File: src/rtl/hex_display_pager.sv
// Captures one cipher block and pages it, NUM_DIGITS hex nibbles at a time, onto 7-seg digits.
// Optional build macro DISP_NEW_BLINK_EN: blink the display for one dwell period after a capture.
module hex_display_pager #(
    parameter int unsigned DATA_W       = 128,
    parameter int unsigned NUM_DIGITS   = 8,
    parameter int unsigned DWELL_CYCLES = 50_000_000,
    parameter int unsigned BLINK_HALF   = 12_500_000,
    localparam int unsigned PAGE_BITS   = 4 * NUM_DIGITS,
    localparam int unsigned PAGES       = DATA_W / PAGE_BITS,
    localparam int unsigned PW          = (PAGES > 1) ? $clog2(PAGES) : 1
) (
    input  logic                    clk,
    input  logic                    rst_n,
    input  logic                    in_valid,
    input  logic [DATA_W-1:0]       in_data,
    output logic                    in_ready,
    input  logic                    next_pulse,
    input  logic                    pause_tgl,
    output logic [7*NUM_DIGITS-1:0] segs,
    output logic [PW-1:0]           page_idx,
    output logic                    paused
);

    localparam int unsigned DW = $clog2(DWELL_CYCLES);

    localparam logic [1:0] IDLE  = 2'd0;
    localparam logic [1:0] SHOW  = 2'd1;
    localparam logic [1:0] PAUSE = 2'd2;

    if ((DATA_W % PAGE_BITS) != 0 || DWELL_CYCLES < 2 || BLINK_HALF < 1) begin : g_param_err
        $error("hex_display_pager: illegal parameter combination");
    end

    logic [1:0]        state_q, state_d;
    logic [DATA_W-1:0] buf_q, buf_d;
    logic [PW-1:0]     page_q, page_d;
    logic [DW-1:0]     dwell_q, dwell_d;
    logic              capture, expire, step, blank_d;

    assign capture = in_valid & in_ready;
    assign expire  = (state_q == SHOW) && (dwell_q == DW'(DWELL_CYCLES - 1));
    assign step    = expire | (next_pulse & (state_q != IDLE));

    always_comb begin
        state_d = state_q;
        buf_d   = buf_q;
        page_d  = page_q;
        dwell_d = dwell_q;
        // Capture takes priority over any page advance in the same cycle.
        if (capture) begin
            buf_d   = in_data;
            page_d  = '0;
            dwell_d = '0;
        end else if (step) begin
            page_d  = (page_q == PW'(PAGES - 1)) ? '0 : page_q + PW'(1);
            dwell_d = '0;
        end else if (state_q == SHOW) begin
            dwell_d = dwell_q + DW'(1);
        end
        case (state_q)
            IDLE:    if (capture)   state_d = SHOW;
            SHOW:    if (pause_tgl) state_d = PAUSE;
            PAUSE:   if (pause_tgl) state_d = SHOW;
            default: state_d = IDLE;
        endcase
    end

`ifdef DISP_NEW_BLINK_EN
    localparam int unsigned HW = (BLINK_HALF > 1) ? $clog2(BLINK_HALF) : 1;

    logic          blink_q, blink_d, phase_q, phase_d;
    logic [DW-1:0] bcnt_q, bcnt_d;
    logic [HW-1:0] half_q, half_d;

    always_comb begin
        blink_d = blink_q;
        phase_d = phase_q;
        bcnt_d  = bcnt_q;
        half_d  = half_q;
        if (capture) begin
            blink_d = 1'b1;
            phase_d = 1'b0;
            bcnt_d  = '0;
            half_d  = '0;
        end else if (blink_q && state_q == SHOW) begin
            if (bcnt_q == DW'(DWELL_CYCLES - 1)) blink_d = 1'b0;
            bcnt_d = bcnt_q + DW'(1);
            if (half_q == HW'(BLINK_HALF - 1)) begin
                half_d  = '0;
                phase_d = ~phase_q;
            end else begin
                half_d = half_q + HW'(1);
            end
        end
        if ((next_pulse && state_q != IDLE && !capture) || state_d == PAUSE) blink_d = 1'b0;
    end

    always_ff @(posedge clk or negedge rst_n) begin
        if (!rst_n) begin
            blink_q <= 1'b0;
            phase_q <= 1'b0;
            bcnt_q  <= '0;
            half_q  <= '0;
        end else begin
            blink_q <= blink_d;
            phase_q <= phase_d;
            bcnt_q  <= bcnt_d;
            half_q  <= half_d;
        end
    end

    assign blank_d = blink_d & phase_d;
`else
    assign blank_d = 1'b0;
`endif

    function automatic logic [6:0] hex7(input logic [3:0] nib);
        logic [6:0] s;
        unique case (nib)
            4'h0: s = 7'h40;
            4'h1: s = 7'h79;
            4'h2: s = 7'h24;
            4'h3: s = 7'h30;
            4'h4: s = 7'h19;
            4'h5: s = 7'h12;
            4'h6: s = 7'h02;
            4'h7: s = 7'h78;
            4'h8: s = 7'h00;
            4'h9: s = 7'h10;
            4'hA: s = 7'h08;
            4'hB: s = 7'h03;
            4'hC: s = 7'h46;
            4'hD: s = 7'h21;
            4'hE: s = 7'h06;
            4'hF: s = 7'h0E;
        endcase
        return s;
    endfunction

    // Decode from next-state values so segs shows the new page on the cycle after it is chosen.
    logic [PAGE_BITS-1:0]    page_bits;
    logic [7*NUM_DIGITS-1:0] seg_dec, segs_d;

    assign page_bits = PAGE_BITS'(buf_d >> (32'(page_d) * PAGE_BITS));

    for (genvar k = 0; k < int'(NUM_DIGITS); k++) begin : g_dec
        assign seg_dec[7*k +: 7] = hex7(page_bits[4*k +: 4]);
    end

    assign segs_d = (state_d == IDLE || blank_d) ? '1 : seg_dec;

    always_ff @(posedge clk or negedge rst_n) begin
        if (!rst_n) begin
            state_q  <= IDLE;
            buf_q    <= '0;
            page_q   <= '0;
            dwell_q  <= '0;
            segs     <= '1;
            in_ready <= 1'b1;
            paused   <= 1'b0;
        end else begin
            state_q  <= state_d;
            buf_q    <= buf_d;
            page_q   <= page_d;
            dwell_q  <= dwell_d;
            segs     <= segs_d;
            in_ready <= (state_d != PAUSE);
            paused   <= (state_d == PAUSE);
        end
    end

    assign page_idx = page_q;

endmodule

File: config.mk
export PLATFORM = sky130hd
export DESIGN_NAME = hex_display_pager
export DESIGN_NICKNAME = d
export VERILOG_FILES = /design/src/rtl/hex_display_pager.sv
export SDC_FILE = /design/constraint.sdc
export NUM_CORES = 1
export LEC_CHECK = 0
export BUFFER_PORTS_ARGS = -buffer_cell sky130_fd_sc_hd__buf_4
export CAP_MARGIN = 40
export CORE_UTILIZATION = 30
export DETAILED_ROUTE_END_ITERATION = 6
export HOLD_SLACK_MARGIN = 0.06
export SLEW_MARGIN = 5
export SYNTH_ARGS = -nofsm -noshare
export SYNTH_HDL_FRONTEND = slang
export SYNTH_SLANG_ARGS = --single-unit
File: constraint.sdc
create_clock -name clk -period 4.5 [get_ports clk]
set_clock_uncertainty 0.1 [all_clocks]
set_input_delay 0.675 -clock clk [delete_from_list [all_inputs] [get_ports clk]]
set_output_delay 0.675 -clock clk [all_outputs]
set_load 0.05 [all_outputs]
# After elaboration in Yosys (flattened, before gate mapping)

Memory sizes are Yosys's and may differ from the RTL's.
Cells that the tools add are included.

Shifts and indexed selects: 1
Muxes and demuxes: 12
Equal/unequal tests: 6
Add/sub/neg operators: 2
Reduce and logical (&&, ||, !) cells: 5
Bitwise logic cells: 3

Operators with widths:

| operator                | number |
|---|---|
| $mux W128               | 1 |
| $shr A128 B7 Y32        | 1 |
| $mux W26                | 3 |
| $mux W56                | 1 |
| $add A26 B1 Y26 const B | 1 |
| $eq A26 B26 Y1 const B  | 1 |
| $mux W2                 | 6 |
| $eq A2 B2 Y1 const B    | 3 |
| $pmux W2 S3             | 1 |
| $logic_not A2 Y1        | 2 |
| $reduce_bool A3 Y1      | 1 |
| $add A2 B1 Y2 const B   | 1 |
| $and A1 B1 Y1           | 2 |
| $eq A2 B1 Y1 const B    | 1 |
| $ne A2 B2 Y1 const B    | 1 |
| $reduce_bool A2 Y1      | 1 |
| $logic_and A1 B1 Y1     | 1 |
| $or A1 B1 Y1            | 1 |

Bits in read-only memories: 896
Memories kept: 8
Register bits after elaboration: 216

Memory list:

| name             | words | width | rd ports | clocked after Yosys merged registers in | write ports | line | RTL |
|---|---|---|---|---|---|---|---|
| (name not given) | 16    | 7     | 1        | 0                                       | 0           | 119  | `unique case (nib)` |
| (name not given) | 16    | 7     | 1        | 0                                       | 0           | 119  |  |
| (name not given) | 16    | 7     | 1        | 0                                       | 0           | 119  |  |
| (name not given) | 16    | 7     | 1        | 0                                       | 0           | 119  |  |
| (name not given) | 16    | 7     | 1        | 0                                       | 0           | 119  |  |
| (name not given) | 16    | 7     | 1        | 0                                       | 0           | 119  |  |
| +2 memories      | n/a   | n/a   | n/a      | n/a                                     | n/a         | n/a  |  |

# Logic depth before layout (Yosys ltp)

An unclocked memory read counts as a cell.

Word-level depth: 8
Depth in mapped cells: 18

# Least setup slack after synthesis

OpenSTA, ideal clock, no wires.

Path kind: register -> register
Start point: register in_ready
End point: register segs[42]
Stages on the path, launching flop included: 16
Data required time: 4.313 ns
Slack: 0.236 ns
Library setup time: 0.087 ns
Arrival: 4.077 ns
Buffers on the path: 5
Cells stage by stage: dfstp_2 -> and2_1 -> clkbuf_1 -> buf_1 -> clkbuf_1 -> clkbuf_1 -> clkbuf_1 -> nand2_1 -> nand2_1 -> mux2i_1 -> o211ai_1 -> inv_1 -> ha_1 -> nand2b_1 -> or4_1 -> nor3b_1

Word-level cells in the longest chain between the ends: 5

Ends and longest elaborated chain:

| what                   | line | RTL |
|---|---|---|
| from (decl)            | 16   | `output logic in_ready,` |
| from (signal assigned) | 167  | `in_ready <= (state_d != PAUSE);` |
| $and A1 B1 Y1          | 40   | `assign capture = in_valid & in_ready;` |
| $mux W128              | 50   | `if (capture) begin` |
| via buf_d[25]          | 35   | `logic [DATA_W-1:0] buf_q, buf_d;` |
| $shr A128 B7 Y32       | 144  | `assign page_bits = PAGE_BITS'(buf_d >> (32'(page_d) * PAGE_BITS));` |
| $mem_v2 Z16 W7         | n/a  |  |
| $mux W56               | 150  | `assign segs_d = (state_d == IDLE \|\| blank_d) ? '1 : seg_dec;` |
| via segs_d[42]         | 142  | `logic [7*NUM_DIGITS-1:0] seg_dec, segs_d;` |
| to (signal assigned)   | 166  | `segs <= segs_d;` |
| to (decl)              | 19   | `output logic [7*NUM_DIGITS-1:0] segs,` |

The timed path passes the listed nets, and every way through them passes these cells.
A chain may end at the register's enable or synchronous reset.

# Final worst setup path

Start point: register dwell_q[0]
End point: register segs[42]

Word-level cells in the longest chain between the ends: 8

Ends and longest elaborated chain:

| what                   | line | RTL |
|---|---|---|
| from (decl)            | 37   | `logic [DW-1:0] dwell_q, dwell_d;` |
| from (signal assigned) | 165  | `dwell_q <= dwell_d;` |
| $eq A26 B26 Y1         | 41   | `assign expire = (state_q == SHOW) && (dwell_q == DW'(DWELL_CYCLES - 1));` |
| $logic_and A1 B1 Y1    | 41   |  |
| $or A1 B1 Y1           | 42   | `assign step = expire \| (next_pulse & (state_q != IDLE));` |
| $mux W2                | 54   | `end else if (step) begin` |
| $mux W2                | 50   |  |
| via page_d[0]          | 36   | `logic [PW-1:0] page_q, page_d;` |
| $shr A128 B7 Y32       | 144  |  |
| $mem_v2 Z16 W7         | n/a  |  |
| $mux W56               | 150  |  |
| via segs_d[42]         | 142  |  |

The timed path passes the listed nets, and every way through them passes these cells.

==> flow_summary.ini <==
[sta]
period_share = 0.946
grt_setup_unrepaired = no
setup_viol = 0
fin_ws_ns = 0.241
tightest_slew_ns = 0.878
maxSlewViolCount = 0
maxSlewHeadroom = 0.415
whs_ns = 0.0666
min_period_ns = 4.26
finalHoldViolCount = 0
fin_setup_tns_ns = 0
max_freq_ghz = 0.235

[clocking]
postCtsSetupBuffers = 0
insertion_delay_ns = 0.53
clockRootBuffer = clkbuf_16
path_clk_slew_ns = 0.06
holdBufCountCts = 0
cts_resized = 0
cts_max_level = 1
cts_tree = done
max-clock-path-buffers = 3
cts_sinks = 216
cts_buffers = 26

[place]
place.gp.congestion = 0.905
numPortBuffers = 192
pre_cts_ws_ns = 0.286
hpwl_mm = 27.1

[critical_path]
crit_required_ns = 4.86
r2r_slack_ns = 0.24
cp-startpoint = dwell_q[0]
timing.rr.end = segs[42]
critPathLaunchType = flip-flop
crit_type = reg2reg
crit_arrival_ns = 4.62
ff2ff_path_depth = 12
cp-end-kind = flip-flop
r2r-start = dwell_q[0]
path_max_fanout = 22

[min_path]
hp-class = in2async

[synth]
synth_area_um2 = 11600
yosysSeqAreaShare = 0.473
avgSynthCellArea_um2 = 9.34
netlist_instances = 1239
yosysUniqueCellTypes = 65
synth_fp_nets = 1422
async_flop_share = 1.00
yosysTopAreaCellShare = 0.344
ys.flop_type = dfrtp_1
synth.largest_area_cell = dfrtp_1
synth_edf_count = 0
ys_top_cells_by_area = dfrtp_1, dfstp_2, nand2_1, ha_1, mux2i_1
synth_seq_cells = 216
ys_warn_count = 0

[floorplan]
dieWidth_um = 198
io_pins = 193
coreArea_um2 = 37800
initial_utilization = 0.306
die_h_um = 198
placementRows = 71
dieArea_um2 = 39300

[drt]
num_vias = 9807
ant_nets = 0
vias_per_cell = 5.05
wl_mm = 36.7
drc = 0
wl_per_cell_um = 18.9
dr.first_iter.drc_count = 757
drtPass1Iterations = 5

[grt]
grt_pass1_wl_mm = 55.6
grt_overflow = 0
grt_use_total = 0.186
grt_start_max_net_pins = 105
antenna_found_initial = 0
grt_pass1_vias = 9570

[job]
maxCapViolCount = 0

[power]
power.leakage_nw = 6.92
finalPower_mw = 13.0
vdd_drop_max_mv = 0.415
power_density_nw_per_um2 = 899

[layout]
drive_above_1_share = 0.248
nets = 1593
diodes = 0
syn_to_final_growth_pct = 25.2

[run_status]
outcome = complete, no violations
## cells in the mapped netlist (4+ instances only)
cell       count
a21oi_1       25
nand2_1      349
o21ai_0       29
o211a_1       11
nor3_1         9
o221ai_1      24
o311a_1       17
buf_6          6
and2_1         6
and4_1         4
nand2b_1       9
a41oi_1        4
nor2_2         4
xnor2_1        4
a31oi_1       14
buf_4          6
or2_2          6
o211ai_1      55
mux2i_1       61
a21o_1        11
or3_1          6
a21oi_2        4
dfrtp_1      159
nand3_1       35
clkbuf_1      50
or4_1          8
a2bb2oi_1      4
buf_2         14
xor2_1        19
ha_1          50
dfstp_2       57
a2111oi_0      4
inv_1         56
nor2_1        41
nand4_1       23
o311ai_0       4
buf_1          5
## cells in the final DEF, fill, tap and decap left out, types with 7 or more instances in the layout
master     count
a21oi_1       24
buf_4        220
nand3_1       35
dfstp_2       57
a31oi_1       14
o211ai_1      55
dfrtp_1      159
clkbuf_1       7
ha_1          50
a21o_1        11
nor2_1        39
clkbuf_16     27
inv_1         56
nor3_1         9
nand2_1      348
xor2_1        19
o21ai_0       28
o221ai_1      24
o311a_1       17
nand2b_1       9
or4_1          8
nand4_1       23
o211a_1       11
mux2i_1       60
## worst max-delay path by stage
stage / endpoint / slack, ns
CTS: segs[7] / 0.29
floorplan: segs[42] / 0.24
finish: segs[42] / 0.24
global placement: segs[12] / 0.42
global route: segs[52] / 0.01
detailed placement: segs[42] / 0.29
## routing by layer
metal / wire [um] / track usage
met4: 1110 / 0.0632
met3: 2920 / 0.0414
met1: 17000 / 0.263
met2: 15700 / 0.277
met5: 0 / 0
## cells by family (layout without fill, tap and decap cells)
group                      after synthesis  in the layout  synth area share
AOI/OAI and AO/OA                      225            225             0.146
xor gates and xnor gates                23             23            0.0174
adders and majority gates               50             50            0.0541
buffers and inverters                  137            328            0.0518
DFF                                    216            216             0.473
muxes                                   65             65            0.0590
and+or+nand+nor                        523            523             0.198
## critical path, cell delays in order (launching register included)
cell	delay [ns]
dfrtp_1	0.38
ha_1	0.23
nand4b_1	0.18
or4_1	0.70
o21a_1	0.26
mux2_4	0.39
inv_1	0.17
o211ai_1	0.55
inv_1	0.18
ha_1	0.30
nand2b_1	0.18
or4_1	0.40
nor3b_1	0.15
## sequential cells by signal, indices dropped and copies added, names as in the netlist
signal    flops
in_ready      1
paused        1
page_idx      2
buf_q       128
state_q       2
dwell_q      26
segs         56
## where the power goes
group / leakage [nW] / switching (mW) / total [mW] / internal (mW)
sequential: 2.58 / 0.428 / 3.37 / 2.94
combinational: 3.90 / 4.88 / 7.47 / 2.59
clock: 0.443 / 0.840 / 2.19 / 1.35
total: 6.92 / 6.15 / 13.0 / 6.88
## metrics by stage
stage          instances  instance area (um^2)  utilization
2_1_floorplan       1239                 11600            -
3_3_place_gp        1892                 13600        0.359
3_5_place_dp        1893                 13600        0.359
4_1_cts             1941                 14500        0.382
5_1_grt             1941                 14500        0.383
6_report            1941                 14500        0.383
## area by class of cell
class / instances / area, um^2
inverter: 56 / 210
clock buffer: 39 / 771
timing repair buffer: 224 / 1720
multi-input combinational: 886 / 5550
clock inverter: 9 / 124
sequential: 216 / 5480
fill: 3868 / 23400
tap: 511 / 639
Power figures use the tool's default switching activity.
